## config.mk

```make
export PLATFORM = sky130hd
export DESIGN_NAME = gpio_params
export DESIGN_NICKNAME = d
export VERILOG_FILES = /design/src/rtl/gpio_params_pkg.sv /design/src/rtl/gpio_param_bank.sv /design/src/rtl/gpio_params.sv
export SDC_FILE = /design/constraint.sdc
export NUM_CORES = 1
export LEC_CHECK = 0
export CAP_MARGIN = 20
export CORE_AREA = 5 5 425 427
export DETAILED_ROUTE_END_ITERATION = 7
export DIE_AREA = 0 0 430 432
export SLEW_MARGIN = 20
export SYNTH_ARGS = -nofsm -noshare
export SYNTH_HDL_FRONTEND = slang
export SYNTH_SLANG_ARGS = --single-unit
```

## constraint.sdc

```tcl
create_clock -name CLK -period 3.27 [get_ports CLK]
set_clock_uncertainty 0.05 [all_clocks]
set_input_delay 0.654 -clock CLK [delete_from_list [all_inputs] [get_ports CLK]]
set_output_delay 0.654 -clock CLK [all_outputs]
set_load 0.01 [all_outputs]
```

## src/rtl/gpio_params_pkg.sv

```systemverilog
// Shared definitions for the GPIO parameter bridge: command opcodes and
// helpers that locate the command fields inside a GPIO word.
package gpio_params_pkg;

    // Number of opcode bits at the top of every command word.
    localparam int CMD_W = 3;

    typedef enum logic [CMD_W-1:0] {
        CMD_NOP    = 3'b000,
        CMD_READ   = 3'b001,
        CMD_RSV2   = 3'b010,
        CMD_RSV3   = 3'b011,
        CMD_WR_LO  = 3'b100,
        CMD_WR_HI  = 3'b101,
        CMD_COMMIT = 3'b110,
        CMD_INFO   = 3'b111
    } cmd_e;

    // Lowest bit of the opcode field for a GPIO word of width w.
    function automatic int cmd_lsb(input int w);
        return w - CMD_W;
    endfunction

    // Width of the argument field (lower half of the word).
    function automatic int arg_w(input int w);
        return w / 2;
    endfunction

    // Width needed to address n parameters; never zero.
    function automatic int idx_w(input int n);
        return (n > 1) ? $clog2(n) : 1;
    endfunction

endpackage

```

## src/rtl/gpio_param_bank.sv

```systemverilog
// Parameter bank: either a combinational mirror of the default values or a
// bank of registers reset-loaded from them, with one write port and a read mux.
module gpio_param_bank
    import gpio_params_pkg::*;
#(
    parameter int GPIO_WIDTH  = 32,
    parameter int PARAM_COUNT = 16,
    parameter int SET         = 0,
    parameter int IDX_W       = 4
) (
    input  logic                              clk,
    input  logic                              srst,
    input  logic [GPIO_WIDTH*PARAM_COUNT-1:0] params_data,
    input  logic                              wr_en,
    input  logic [IDX_W-1:0]                  wr_idx,
    input  logic [GPIO_WIDTH-1:0]             wr_data,
    input  logic [IDX_W-1:0]                  rd_idx,
    output logic [GPIO_WIDTH-1:0]             rd_data,
    output logic [GPIO_WIDTH*PARAM_COUNT-1:0] params_out
);

    localparam int W = GPIO_WIDTH;

    logic [W-1:0] bank_w [PARAM_COUNT];

    genvar gi;

    generate
        if (SET != 0) begin : g_regs
            for (gi = 0; gi < PARAM_COUNT; gi++) begin : g_word
                logic [W-1:0] word_q;
                logic [W-1:0] word_d;

                // Take the staged value when this word is the commit target.
                always_comb begin
                    word_d = word_q;
                    if (wr_en && (wr_idx == IDX_W'(gi))) begin
                        word_d = wr_data;
                    end
                end

                // Reset reloads the default; afterwards the defaults are ignored.
                always_ff @(posedge clk) begin
                    if (srst) begin
                        word_q <= params_data[gi*W +: W];
                    end else begin
                        word_q <= word_d;
                    end
                end

                assign bank_w[gi] = word_q;
            end
        end else begin : g_mirror
            for (gi = 0; gi < PARAM_COUNT; gi++) begin : g_word
                assign bank_w[gi] = params_data[gi*W +: W];
            end
            // The write port and clock have no effect on a mirrored bank.
            logic unused_write_port;
            assign unused_write_port = ^{clk, srst, wr_en, wr_idx, wr_data};
        end
    endgenerate

    generate
        for (gi = 0; gi < PARAM_COUNT; gi++) begin : g_out
            assign params_out[gi*W +: W] = bank_w[gi];
        end
    endgenerate

    // Read mux; indices that decode to no parameter read as zero.
    always_comb begin
        rd_data = '0;
        for (int i = 0; i < PARAM_COUNT; i++) begin
            if (rd_idx == IDX_W'(i)) begin
                rd_data = bank_w[i];
            end
        end
    end

endmodule

```

## src/rtl/gpio_params.sv

```systemverilog
// GPIO parameter bridge: registers the command word, executes it once per
// change, maintains the staging word and drives the registered response.
module gpio_params
    import gpio_params_pkg::*;
#(
    parameter int GPIO_WIDTH  = 32,
    parameter int PARAM_COUNT = 16,
    parameter int SET         = 0
) (
    input  logic                              CLK,
    input  logic                              RST,
    input  logic [GPIO_WIDTH-1:0]             GP_IN,
    output logic [GPIO_WIDTH-1:0]             GP_OUT,
    input  logic [GPIO_WIDTH*PARAM_COUNT-1:0] PARAMS_DATA,
    output logic [GPIO_WIDTH*PARAM_COUNT-1:0] PARAMS_OUT
);

    localparam int W     = GPIO_WIDTH;
    localparam int H     = arg_w(GPIO_WIDTH);
    localparam int IDX_W = idx_w(PARAM_COUNT);

    // Count with one extra bit so PARAM_COUNT = 2^H still compares correctly.
    localparam logic [H:0]   COUNT_V   = (H+1)'(PARAM_COUNT);
    localparam logic [W-1:0] INFO_WORD = W'(PARAM_COUNT);

    logic [W-1:0] gp_q, gp_d;
    logic [W-1:0] gp_prev_q, gp_prev_d;
    logic [W-1:0] out_q, out_d;
    logic [W-1:0] stage_q, stage_d;

    logic         fire;
    cmd_e         cmd;
    logic [H-1:0] arg;
    logic         arg_in_range;
    logic         wr_en;
    logic [W-1:0] rd_data;

    assign fire         = (gp_q != gp_prev_q);
    assign cmd          = cmd_e'(gp_q[cmd_lsb(W) +: CMD_W]);
    assign arg          = gp_q[H-1:0];
    assign arg_in_range = ({1'b0, arg} < COUNT_V);

    // Decode the registered command; act only on the cycle after a change.
    always_comb begin
        gp_d      = GP_IN;
        gp_prev_d = gp_q;
        out_d     = out_q;
        stage_d   = stage_q;
        wr_en     = 1'b0;
        if (fire) begin
            case (cmd)
                CMD_READ: begin
                    out_d = arg_in_range ? rd_data : '0;
                end
                CMD_WR_LO: begin
                    stage_d = {stage_q[W-1:H], arg};
                    out_d   = stage_d;
                end
                CMD_WR_HI: begin
                    stage_d = {arg, stage_q[H-1:0]};
                    out_d   = stage_d;
                end
                CMD_COMMIT: begin
                    if ((SET != 0) && arg_in_range) begin
                        wr_en = 1'b1;
                        out_d = stage_q;
                    end else begin
                        out_d = '0;
                    end
                end
                CMD_INFO: begin
                    out_d = INFO_WORD;
                end
                default: begin
                end
            endcase
        end
    end

    // Command pipeline, staging word and response register.
    always_ff @(posedge CLK) begin
        if (RST) begin
            gp_q      <= '0;
            gp_prev_q <= '0;
            out_q     <= '0;
            stage_q   <= '0;
        end else begin
            gp_q      <= gp_d;
            gp_prev_q <= gp_prev_d;
            out_q     <= out_d;
            stage_q   <= stage_d;
        end
    end

    assign GP_OUT = out_q;

    gpio_param_bank #(
        .GPIO_WIDTH  (GPIO_WIDTH),
        .PARAM_COUNT (PARAM_COUNT),
        .SET         (SET),
        .IDX_W       (IDX_W)
    ) u_bank (
        .clk         (CLK),
        .srst        (RST),
        .params_data (PARAMS_DATA),
        .wr_en       (wr_en),
        .wr_idx      (arg[IDX_W-1:0]),
        .wr_data     (stage_q),
        .rd_idx      (arg[IDX_W-1:0]),
        .rd_data     (rd_data),
        .params_out  (PARAMS_OUT)
    );

endmodule

```

# Word-level counts from Yosys, hierarchy flattened
# Index checks and enable logic that the tools add are counted.
# totals
regBits	128
latch_bits	0
ram_bits	0
romBits	0
inputBits	546
output_inout_bits	544
memories	0
# classes
addsub	0
multipliers	0
n_div	0
order_cmp	1
n_eq_ne	21
n_shift	0
mux	19
bitwise	2
n_reduce_logical	5
# op_table
op	n
two-way mux 32 bit	17
case mux 32 bit (5 select lines)	1
case mux 32 bit (2 select lines)	1
equality test 4 bit, second input constant	8
inequality test 32 bit	1
equality test 4 x 3 -> 1 bit, second input constant	4
< comparator 16 x 5 -> 1 bit, second input constant	1
equality test 3 bit, second input constant	4
equality test 4 x 2 -> 1 bit, second input constant	2
AND reduction 3 bit	2
nonzero test 5 bit	1
equality test 4 x 1 -> 1 bit, second input constant	1
zero test 4 bit	1
equality test 3 x 1 -> 1 bit, second input constant	1
NOT 1 bit	2
AND reduction 2 bit	1

# Logic depth before layout (Yosys ltp)
# Gate-level depths: netlist of run 1.
# logic_depth
ltp_word	19
mapped_depth	11
depth_no_buf	6

# Cells and area by module
# From an unflattened synthesis of run 1, not the netlist that was laid out.
# hier_totals
cells_unflattened	1745
hier_area_um2	14336.2
# modules_own_cells
mod	instances	cells_per_inst	area_each_um2	seq_area_each_um2
gpio_param_bank	1	1249	9117.5	0.0
gpio_params	1	496	5218.8	2562.5

# Worst setup path before layout of run 1
# No wires, ideal clock.
# synth_timing
path_type	flip-flop to flip-flop
from	register gp_q[3], in the netlist gp_prev_d[3]
to	register stage_q[21]
arrival_time_ns	1.837
t_required_ns	3.097
path_slack_ns	1.259
stages_incl_launch_ff	8
period_less_slack_ns	2.011
cell_sequence	dfxtp_1 > xnor2_1 > nand4_1 > nor4_4 > a21oi_1 > nand2_2 > buf_6 > mux2_1
# synth_via
elab_chain_cells	2
# synth_lines
element	line	rtl
start, declared	gpio_params.sv:26	logic [W-1:0] gp_q, gp_d;
start signal, assigned	gpio_params.sv:88	gp_q <= gp_d;
inequality test 32 bit	gpio_params.sv:38	assign fire = (gp_q != gp_prev_q);
AND reduction 3 bit (no line)	-	
end signal, assigned	gpio_params.sv:91	stage_q <= stage_d;
end, declared	gpio_params.sv:29	logic [W-1:0] stage_q, stage_d;
# Every way passes these cells.
# A chain may end at the register's enable or synchronous reset.

# Final worst setup path of run 1
# layout_timing
from	register gp_q[0], in the netlist gp_prev_d[0]
to	register out_q[26], in the netlist GP_OUT[26]
# layout_via
elab_chain_cells	19
word_cells_on_any_way	37
# layout_lines
element	line	rtl
zero test 4 bit	gpio_param_bank.sv:73	if (rd_idx == IDX_W'(i)) begin
two-way mux 32 bit (16 in a row)	gpio_param_bank.sv:73	
two-way mux 32 bit	gpio_params.sv:53	out_d = arg_in_range ? rd_data : '0;
case mux 32 bit (5 select lines)	gpio_params.sv:51	case (cmd)
end signal, assigned	gpio_params.sv:90	out_q <= out_d;
end, declared	gpio_params.sv:28	logic [W-1:0] out_q, out_d;
# Parallel ways exist; a longest one is shown, timed or not.

==> results.md, run 1 <==
* Die boundary height at 432 µm
* Peak supply drop at 0.2106 mV
* Proportion of total power due to net switching at 40.47%
* Reg power frac at 23.3%
* Crit path buffers/inverters at 3
* IO Port Bufs at 1089
* CP arrival at 3480 ps
* Synth cell count leaders: buf_4 (528), dfxtp_1 (128), nor2_1 (100)
* Post-layout nets at 2799
* Area added between synthesis and finish at 77.68%
* Maximum buffer depth of the clock tree at 2
* Layout cells sized above 1 at 12.00%
* Worst hold path stage count at 1
* Timing startpoint of the critical path: gp_prev_d[0]
* H-Tree Depth at 4
* Critical Path Fanout Max at 20
* Count of mapped cells out of synthesis at 1676
* Largest cells by area after synthesis: buf_4 (28%), dfxtp_1 (18%), mux2i_1 (4.6%)
* CP max stage cell: dfxtp_4
* Worst min-delay path endpoint: gp_prev_q[23]
* Finish-stage setup viols at 0
* Startpoint Class: register
* Wire length after detailed routing at 206600 µm
* Overall fraction of global-route tracks in use at 21.06%
* Clk Latency, worst-skew pair at 450 ps
* Reg2reg end: GP_OUT[26]
* Final RePlAce weighted congestion at 1.272
* Cell with the most instances after synthesis: buf_4
* CP Class: reg -> reg
* Library cell occupying the most area in the post-synthesis netlist: buf_4
* Worst slew margin relative to its limit at 36.75%
* Area of the die at 185800 µm²
* Initial antenna violation count at 143
* Half-perimeter wire length after detailed placement at 190200 µm
* Total of flip-flops plus latches after synthesis at 128
* Largest incremental delay on the critical path at 560 ps
* Pwr Density at 298.4 nW/µm²
* Pins over their slew limit at 0
* Mean instance size in the synthesized netlist at 8.307 µm²
* Worst R2R Path Depth at 9
* Class of the tightest hold or removal check: reg -> reg
* Number of antenna-violating nets in the routed design at 0
* DRC violation count after routing at 0
* Synth warnings at 0
* CTS tree: built
* Leakage power at 8.134 nW
* Max-cap violations at 0
* Via Count at 16882
* Share of power burned in combinational logic at 49.0%
* Largest net degree at the start of global routing at 69
* Clock period minus final worst setup slack at 3166 ps
* Critical path cell sequence: buf_4, nor2b_1, buf_4, a21oi_1, buf_4, o21ai_0, nand3_1, a31o_1, a311oi_1
* Mapped cell area at 13920 µm²
* Most used flip-flop cell after synthesis: dfxtp_1
* Final critical-path share of the clock period at 96.82%
* Count of pins on the block boundary at 1090
* Post-CTS setup buffer count at 0
* FFs w/ async S/R, synth at 0%
* Row cnt at 154
* Via density per instance at 3.624
* Unrepaired setup endpoints after global routing: false
* Yosys top cell area share at 28.47%
* Most Frequent Cell on Critical Path: buf_4
* Power dissipated by switching net loads at 0.002987 W
* Final design instance area without fill at 24740 µm²
* Total negative setup slack at 0 ps
* Worst Tran Pin Value at 944.5 ps
* Average wire per standard cell at 44.35 µm
* Synthesized netlist net count at 2222
* Drt initial violations at 2012
* Dominant delay contributor by cell family on the critical path: compound AO/OA/AOI/OAI gates
* Vias in the first global route at 16401
* Final global-route overflow total at 0
* Register clock-pin slew on the reported worst setup and hold paths at 70 ps
* First-pass GRT wire length at 241100 µm
* CTS root buffer: clkbuf_16
* CP Capture Type: register
* Internal power at 0.004394 W
* FF-to-FF Start: gp_prev_d[0]
* Drt first pass iters at 6
* Core Region at 175700 µm²
* Result of the run: finished clean
* Number of hold-slack violations in the final timing report at 0
* Data required time at the worst endpoint at 3580 ps
* Fmax achieved at 315.9 MHz
* Starting density of the core at 7.923%
* Portion of the post-synthesis area used by sequential elements at 18.41%
* Area of placed instances at 23970 µm²
* Count of flip-flops with a built-in enable after synthesis at 0
* Worst hold path startpoint: gp_prev_d[23]
* Worst R2R Setup Slack at 100 ps
* Width of the chip at 430 µm
* Clock share of power at 27.7%
* Number of buffers added to fix hold violations after cts at 0
* Sinks on Clock Net at 128
* Number of distinct library cells after synthesis at 76
* Number of buffers created by CTS at 17
-- worst max-delay path by stage --
stage                  endpoint  cells past startpoint
floorplan           stage_q[21]                      7
global placement      GP_OUT[5]                      8
global route         GP_OUT[10]                      8
detailed placement   GP_OUT[10]                      8
CTS                   GP_OUT[5]                      8
finish               GP_OUT[26]                      9
-- cell families after synthesis --
group / synth area share (%)
buffers and inverters: 32.88
AO/OA/AOI/OAI: 18.56
AND/OR/NAND/NOR: 12.41
multiplexers: 15.74
flip-flops: 18.41
XOR/XNOR: 2.013
-- flip-flops by register name (all words and copies together), names as in the netlist --
signal,count
gp_prev_d,32
GP_OUT,32
stage_q,32
gp_prev_q,32
-- metal layers --
| layer | vias up | GRT usage (%) | wire [µm] |
|---|---|---|---|
| li1 | 6666 | - | - |
| met1 | 8216 | 20.12 | 65040 |
| met2 | 1546 | 35.77 | 99250 |
| met3 | 424 | 12.41 | 29190 |
| met4 | 30 | 10.82 | 12740 |
| met5 | - | 0.8453 | 414 |
-- stage by stage --
step | hold WS, ps | instances | setup WS (ps) | total power, W | utilization [%]
final | 430.4 | 4659 | 104.1 | 0.007381 | 14.08
after CTS | 431.8 | 4606 | -37.86 | 0.007429 | 13.99
after global routing | 442.4 | 4646 | 12.83 | 0.007557 | 14.06
after global placement | 417.0 | 4573 | -49.01 | 0.005364 | 13.63
after floorplan | 404.4 | 1676 | 1259 | 0.003071 | -
after detailed placement | 424.8 | 4574 | -46.99 | 0.005366 | 13.64
-- layout by cell type (no fill, tap or decap), drive strengths merged, types with 39 or more instances in the layout --
cell           instances
buf                  127
a21oi                 75
diode                 53
mux2                  65
o21ai                 81
mux2i                 64
nor2b                 83
clkdlybuf4s50       1057
dfxtp                128
a22oi                 39
nor2                 102
nand2                 76
-- power groups by stage --
stage	Combinational, W	Sequential (W)	Clock (W)
final	0.00362	0.00172	0.00204
after global routing	0.00371	0.00173	0.00212
after CTS	0.00364	0.00172	0.00207
after detailed placement	0.00361	0.00175	0
after global placement	0.00362	0.00175	0
after floorplan	0.00135	0.00172	0
-- worst register-to-register path, stage by stage (launching register included) --
cell	delay, ps
dfxtp_4	560
buf_4	280
nor2b_1	290
buf_4	220
a21oi_1	160
buf_4	230
o21ai_0	200
nand3_1	460
a31o_1	390
a311oi_1	250
-- final cells by class --
| class | instances | area, µm² |
|---|---|---|
| Timing Repair Buffer | 1184 | 11620 |
| Antenna cell | 53 | 132.6 |
| Multi-Input combinational cell | 911 | 6834 |
| Fill cell | 19977 | 151000 |
| Sequential cell | 128 | 2579 |
| Clock buffer | 19 | 454.2 |
| Tap cell | 2340 | 2928 |
| Inverter | 11 | 41.29 |
| Clock inverter | 13 | 151.4 |
-- what timing repair did --
action,CTS,global route
cloned,0,0
endpoints found under the setup margin,2,4
resized for setup,0,4
(Power assumes the default switching activity.)
==> run 2: changes to the inputs <==
MAX_ROUTING_LAYER = met4   (was not set)
REMOVE_ABC_BUFFERS = 1   (was not set)
==> run 2 against run 1 <==
  * Count of clock-buffer cells in the layout decreased by 2
  * Hold slack lost 3.3 ps
  * Sequential cell count unchanged
  * Wire length is 9.4% higher
  * Via count grew 3.7%
  * Critical path type unchanged
  * Largest power group unchanged
==> results.md, run 2 (synthesis results as in run 1) <==
* Result of the run: finished clean
* CTS root buffer: clkbuf_16
* Overall fraction of global-route tracks in use at 23.74% (+2.7 points)
* Area of the die at 185800 µm² (unchanged)
* Max-cap violations at 0 (unchanged)
* Vias in the first global route at 16511 (+0.67%)
* First-pass GRT wire length at 262600 µm (+8.9%)
* Wire length after detailed routing at 226100 µm (+9.4%)
* Proportion of total power due to net switching at 40.55% (+0.080 points)
* Final design instance area without fill at 24820 µm² (+0.34%)
* Worst slew margin relative to its limit at 40.14% (+3.4 points)
* Smallest hold slack at 427.1 ps (-3.274 ps)
* Data required time at the worst endpoint at 3560 ps (-20 ps)
* Number of buffers created by CTS at 17 (unchanged)
* Highest metal layer with signal wires: met4
* Fmax achieved at 329.4 MHz (+4.3%)
* Layout cells sized above 1 at 12.74% (+0.73 points)
* Final critical-path setup slack at 234.5 ps (+130.4 ps)
* Number of placed instances, taps included at 4576 (+0.044%)
* Final RePlAce weighted congestion at 1.408 (+11%)
* Met3 WL at 38840 µm (+33%)
* CP Capture Type: register
* Area added between synthesis and finish at 78.28%
* Number of hold-slack violations in the final timing report at 0 (unchanged)
* Clock period minus final worst setup slack at 3035 ps (-130.4 ps)
* Initial antenna violation count at 181 (+27%)
* Register clock-pin slew on the reported worst setup and hold paths at 60 ps (about the same)
* Starting density of the core at 7.923% (unchanged)
* Pre-CTS setup slack at -81.34 ps (-34.35 ps)
* Number of antenna-violating nets in the routed design at 0 (unchanged)
* Critical Path Fanout Max at 20 (unchanged)
* Share of power burned in combinational logic at 48.4% (-0.6 points)
* CTS tree: built
* Row cnt at 154 (unchanged)
* Average wire per standard cell at 48.08 µm (+8.4%)
* Reg power frac at 23.3% (about the same)
* Finish-stage setup viols at 0 (unchanged)
* Most frequent standard cell in the layout excluding fill and tap cells: clkdlybuf4s50_1
* Final global-route overflow total at 0 (unchanged)
* Area of placed instances at 23960 µm² (about the same)
* Class of the tightest hold or removal check: reg -> reg
* Half-perimeter wire length after detailed placement at 207900 µm (+9.3%)
* Peak supply drop at 0.2858 mV (+36%)
* H-Tree Depth at 4 (unchanged)
* Final std cells w/o fill at 4703 (+0.94%)
* Via density per instance at 3.723 (+2.7%)
* Core Region at 175700 µm² (unchanged)
* Leakage power at 8.157 nW (+0.29%)
* Width of the chip at 430 µm (unchanged)
* Sum of met2 wire segment lengths after detailed routing at 101100 µm (+1.9%)
* Leading cell types in the layout, fill and taps excluded: clkdlybuf4s50_1 (1041), buf_4 (138), dfxtp_1 (123)
* IO Port Bufs at 1089 (unchanged)
* Clk Latency, worst-skew pair at 440 ps (about the same)
* Pwr Density at 298.8 nW/µm² (+0.15%)
* CP arrival at 3330 ps (-150 ps)
* Power dissipated by switching net loads at 0.003008 W (+0.69%)
* Drt first pass iters at 7 (+1)
* Startpoint Class: register
* Final critical-path share of the clock period at 92.83% (-4.0 points)
* Worst Tran Pin Value at 894.6 ps (-49.88 ps)
* Die boundary height at 432 µm (unchanged)
* Drt initial violations at 2341 (+16%)
* Clock share of power at 28.3% (+0.6 points)
* Maximum buffer depth of the clock tree at 2 (unchanged)
* Largest net degree at the start of global routing at 69 (unchanged)
* CP Class: reg -> reg
* Number of buffers added to fix hold violations after cts at 0 (unchanged)
* Via Count at 17507 (+3.7%)
* Count of pins on the block boundary at 1090 (unchanged)
* Internal power at 0.004409 W (+0.35%)
* Sinks on Clock Net at 128 (unchanged)
* Unrepaired setup endpoints after global routing: false
* Post-layout nets at 2802 (+0.11%)
* Pins over their slew limit at 0 (unchanged)
* Routed metal-1 wirelength at 72050 µm (+11%)
* DRC violation count after routing at 0 (unchanged)
run 2: cell count changes in the layout (fill, tap and decap cells not counted), moves of 2 or more:
cell	delta
diode_2	+41
clkdlybuf4s50_1	-16
clkinv_4	-3
buf_4	+17
clkinvlp_4	+2
o22ai_2	-3
o22ai_1	+3
inv_4	+2
buf_12	+3
run 2: area by class of cell:
cell class / instances / area [µm²]
clock inverter: 15 / 182.7
sequential: 128 / 2579
inverter: 11 / 41.29
antenna: 94 / 235.2
fill: 20030 / 150900
tap: 2340 / 2928
multi-input combinational: 911 / 6813
clock buffer: 17 / 425.4
timing repair buffer: 1187 / 11620
run 2: critical path, stage by stage (launching register included):
cell,delay [ps]
dfxtp_4,620
buf_4,380
nand2_1,360
nor2_1,710
a221oi_1,190
a31o_1,250
a311oi_1,290
run 2: power groups by stage:
stage	Clock, W	Combinational, W	Sequential (W)
global route	0.00218	0.00368	0.00173
finish	0.00210	0.00359	0.00173
CTS	0.00212	0.00356	0.00173
global placement	0	0.00354	0.00176
detailed placement	0	0.00354	0.00176
floorplan	0	0.000583	0.00179
run 2: worst paths after layout:
kind / from / cells after the start / slack [ps] / to
max: gp_prev_d[1] / 6 / 230 / GP_OUT[31]
min: gp_prev_d[16] / 1 / 430 / gp_prev_q[16]
max reg2reg: gp_prev_d[1] / 6 / 230 / GP_OUT[31]
min reg2reg: gp_prev_d[16] / 1 / 430 / gp_prev_q[16]
run 2: per-stage QoR:
step | TNS (ps) | power [W] | util (%)
final | 0 | 0.007417 | 14.12
after global routing | 0 | 0.007599 | 14.11
after CTS | 0 | 0.007411 | 13.99
after detailed placement | -81.34 | 0.005297 | 13.64
after global placement | -113.1 | 0.005298 | 13.64
after floorplan | -209710 | 0.002374 | -
run 2: what timing repair did:
item / CTS / global route
endpoints found under the setup margin: 1 / 1
gates resized for setup: 1 / 0
endpoints found under the hold margin: 0 / 0
pin swaps: 0 / 1
setup buffers: 0 / 1
cloned: 0 / 0
run 2: metal layers:
metal	vias to the layer above	GRT usage [%]
li1	6714	-
met1	8601	21.96
met2	1769	36.47
met3	423	17.23
met4	0	12.07
met5	-	-
==> patch, RTL diff (flow settings as in run 1) <==
`SET` is set to 0 in 2 places; all go to 1.
--- a/src/rtl/gpio_param_bank.sv
+++ b/src/rtl/gpio_param_bank.sv
@@ -5,7 +5,7 @@
 #(
     parameter int GPIO_WIDTH  = 32,
     parameter int PARAM_COUNT = 16,
-    parameter int SET         = 0,
+    parameter int SET         = 1,
     parameter int IDX_W       = 4
 ) (
     input  logic                              clk,
--- a/src/rtl/gpio_params.sv
+++ b/src/rtl/gpio_params.sv
@@ -5,7 +5,7 @@
 #(
     parameter int GPIO_WIDTH  = 32,
     parameter int PARAM_COUNT = 16,
-    parameter int SET         = 0
+    parameter int SET         = 1
 ) (
     input  logic                              CLK,
     input  logic                              RST,
Check against the original RTL: not equivalent (Yosys sat finds a counterexample within 4 cycles, from zero or initial values and one cycle with RST high).
==> patch against run 1 <==
Setup slack improved by 11 ps; sequential cell count is 512 higher; cell area grew 89%; routed wire length is 21% higher; maximum frequency is 0.36% higher; area after synthesis increased by 110%; clock power grew to 4.6 times the old value; sequential power rose to 5.8 times the old value; sequential share of layout area increased by 28 points; utilization up 13 points; power increased to 3.2 times the old value.
==> patch: results (changes against run 1) <==
| Metric | Value |
|---|---|
| Met2 wirelength from detailed routing | 120000 um (+20%) |
| Filler-free cell count of the finished design | 6444 (+38%) |
| Result of the run | complete, no violations |
| Count of cell types in the netlist | 70 (-7.9%) |
| Shortest period the worst path allows | 3150 ps (-11.3 ps) |
| Endpoint, Worst Hold | gp_prev_q[30] |
| Arrival time at the worst endpoint | 3430 ps (-50 ps) |
| Fill cell instance count of the final layout | 18700 (-6.4%) |
| Via density | 4.66 (+29%) |
| Leakage | 19.1 nW (+130%) |
| Pre-CTS setup slack | 17.1 ps (+64.1 ps) |
| Relative area change from synthesis to final layout | 59.6% |
| Number of levels in the clock H-tree | 3 (-1) |
| Main flop type after synthesis | sky130_fd_sc_hd__edfxtp_1 |
| Post-synthesis compound-gate area fraction | 11.1% (-7.5 points) |
| Number of antenna-violating nets in the routed design | 0 (unchanged) |
| Switch share | 29.8% (-11 points) |
| Critical path launch point | gp_prev_d[9] |
| HP Start | RST |
| Dpl hpwl | 204000 um (+7.4%) |
| Wire length the detailed router placed on met1 | 92500 um (+42%) |
| Number of cells in the design after placement | 6270 (+37%) |
| Peak supply drop | 0.000411 V (+95%) |
| Weighted congestion reported at the end of routability-driven placement | 0.948 (-25%) |
| Num CTS Buffers | 81 (+64) |
| Insertion delay to the later sink of the worst-skew pair | 730 ps (+280 ps) |
| Worst hold-check path type | input port to register |
| CP Max Fanout | 32 (+60%) |
| Met3 Wirelength | 23500 um (-19%) |
| Relative slew slack | 26.7% (-10 points) |
| Worst reg-to-reg path cell count | 6 (-3) |
| Met1 usage | 29.4% (+9.3 points) |
| Worst Hold Depth | 2 (+1) |
| Worst setup path endpoint | u_bank.g_regs.g_word[9].word_q[22] |
| Number of global-route vias before repair | 29900 (+82%) |
| Nets@finish | 4559 (+63%) |
| Final Hold Slack | 284 ps (-146 ps) |
| Average routed wire per standard cell | 38.7 um (-13%) |
| Sequential-to-total area share from yosys stat | 61.1% (+43 points) |
| Placed cell area | 44100 um^2 (+84%) |
| Synthesized area divided by synthesized cell count | 10.2 um^2 (+23%) |
| Wire length of the first global-routing pass | 313000 um (+30%) |
| Routing usage on met3 | 8.23% (-4.2 points) |
| Layout cells sized above 1 | 10.1% (-1.9 points) |
| Uppermost routed layer | met5 |
| Ranking of synthesized cells by instance count | sky130_fd_sc_hd__nand2_1, sky130_fd_sc_hd__edfxtp_1, sky130_fd_sc_hd__clkbuf_1, sky130_fd_sc_hd__dfxtp_1, sky130_fd_sc_hd__o21ai_0 |
| Largest net degree at the start of global routing | 128 (+86%) |
| Number of buffers on the longest clock path | 3 (+1) |
| Synthesized-area fraction occupied by xor and xnor cells | 0.955% (-1.1 points) |
| Share of synthesized area spent on multiplexers | 4.50% (-11 points) |
| Top post-synthesis cells by area | sky130_fd_sc_hd__edfxtp_1, sky130_fd_sc_hd__nand2_1, sky130_fd_sc_hd__dfxtp_1 |
| Antenna violations before repair | 76 (-47%) |
| EDFF count, synth | 512 (+512) |
| Global-route usage over all layers | 25.5% (+4.5 points) |
| Post-synth net total | 3415 (+54%) |
patch: cell types whose count changed in the layout (fill, tap and decap cells not counted), sizes merged, moves of 24 or more:
cell | run 1 | this run
a31oi | 8 | 32
buf | 127 | 187
clkbuf | 19 | 95
clkdlybuf4s50 | 1057 | 1088
clkinv | 7 | 33
diode | 53 | 27
edfxtp | 0 | 512
mux2 | 65 | 27
mux4 | 35 | 11
nand2 | 76 | 1149
nor2 | 102 | 78
nor2b | 83 | 51
o21ai | 81 | 110
patch: area by class of cell:
class	instances	share of cell area [%]
antenna	27	0.144
inverter	31	0.251
clock buffer	95	4.59
tap	2340	6.25
timing repair buffer	1275	26.8
multi-input combinational	1984	22.5
clock inverter	52	1.20
sequential	640	38.3
patch: power by group through the flow:
stage | Sequential [mW] | Combinational [mW] | Clock, mW
4_1_cts | 9.98 | 4.11 | 9.64
5_1_grt | 10.0 | 4.26 | 9.93
3_3_place_gp | 10.2 | 4.09 | 0
6_report | 10.0 | 4.07 | 9.46
3_5_place_dp | 10.1 | 4.09 | 0
2_1_floorplan | 9.95 | 1.08 | 0
patch: cell families (layout without fill, tap and decap cells):
logic type,Yosys count,after routing
other cells,0,27
xor+xnor,32,32
simple gates,1364,1364
buf+inv,245,1453
compound gates,473,473
flops,640,640
mux,115,115
patch: critical path: stages, from the launching register on:
cell and delay [ps]:
sky130_fd_sc_hd__dfxtp_1 370, sky130_fd_sc_hd__or4_1 580, sky130_fd_sc_hd__nor2_2 180, sky130_fd_sc_hd__and3_1 230
sky130_fd_sc_hd__and3_1 320, sky130_fd_sc_hd__buf_12 180, sky130_fd_sc_hd__a31o_4 790
patch: timing repair:
item,in CTS,in global routing
setup endpoints to repair,0,18
gates resized for setup,0,3
endpoints found under the hold margin,0,0
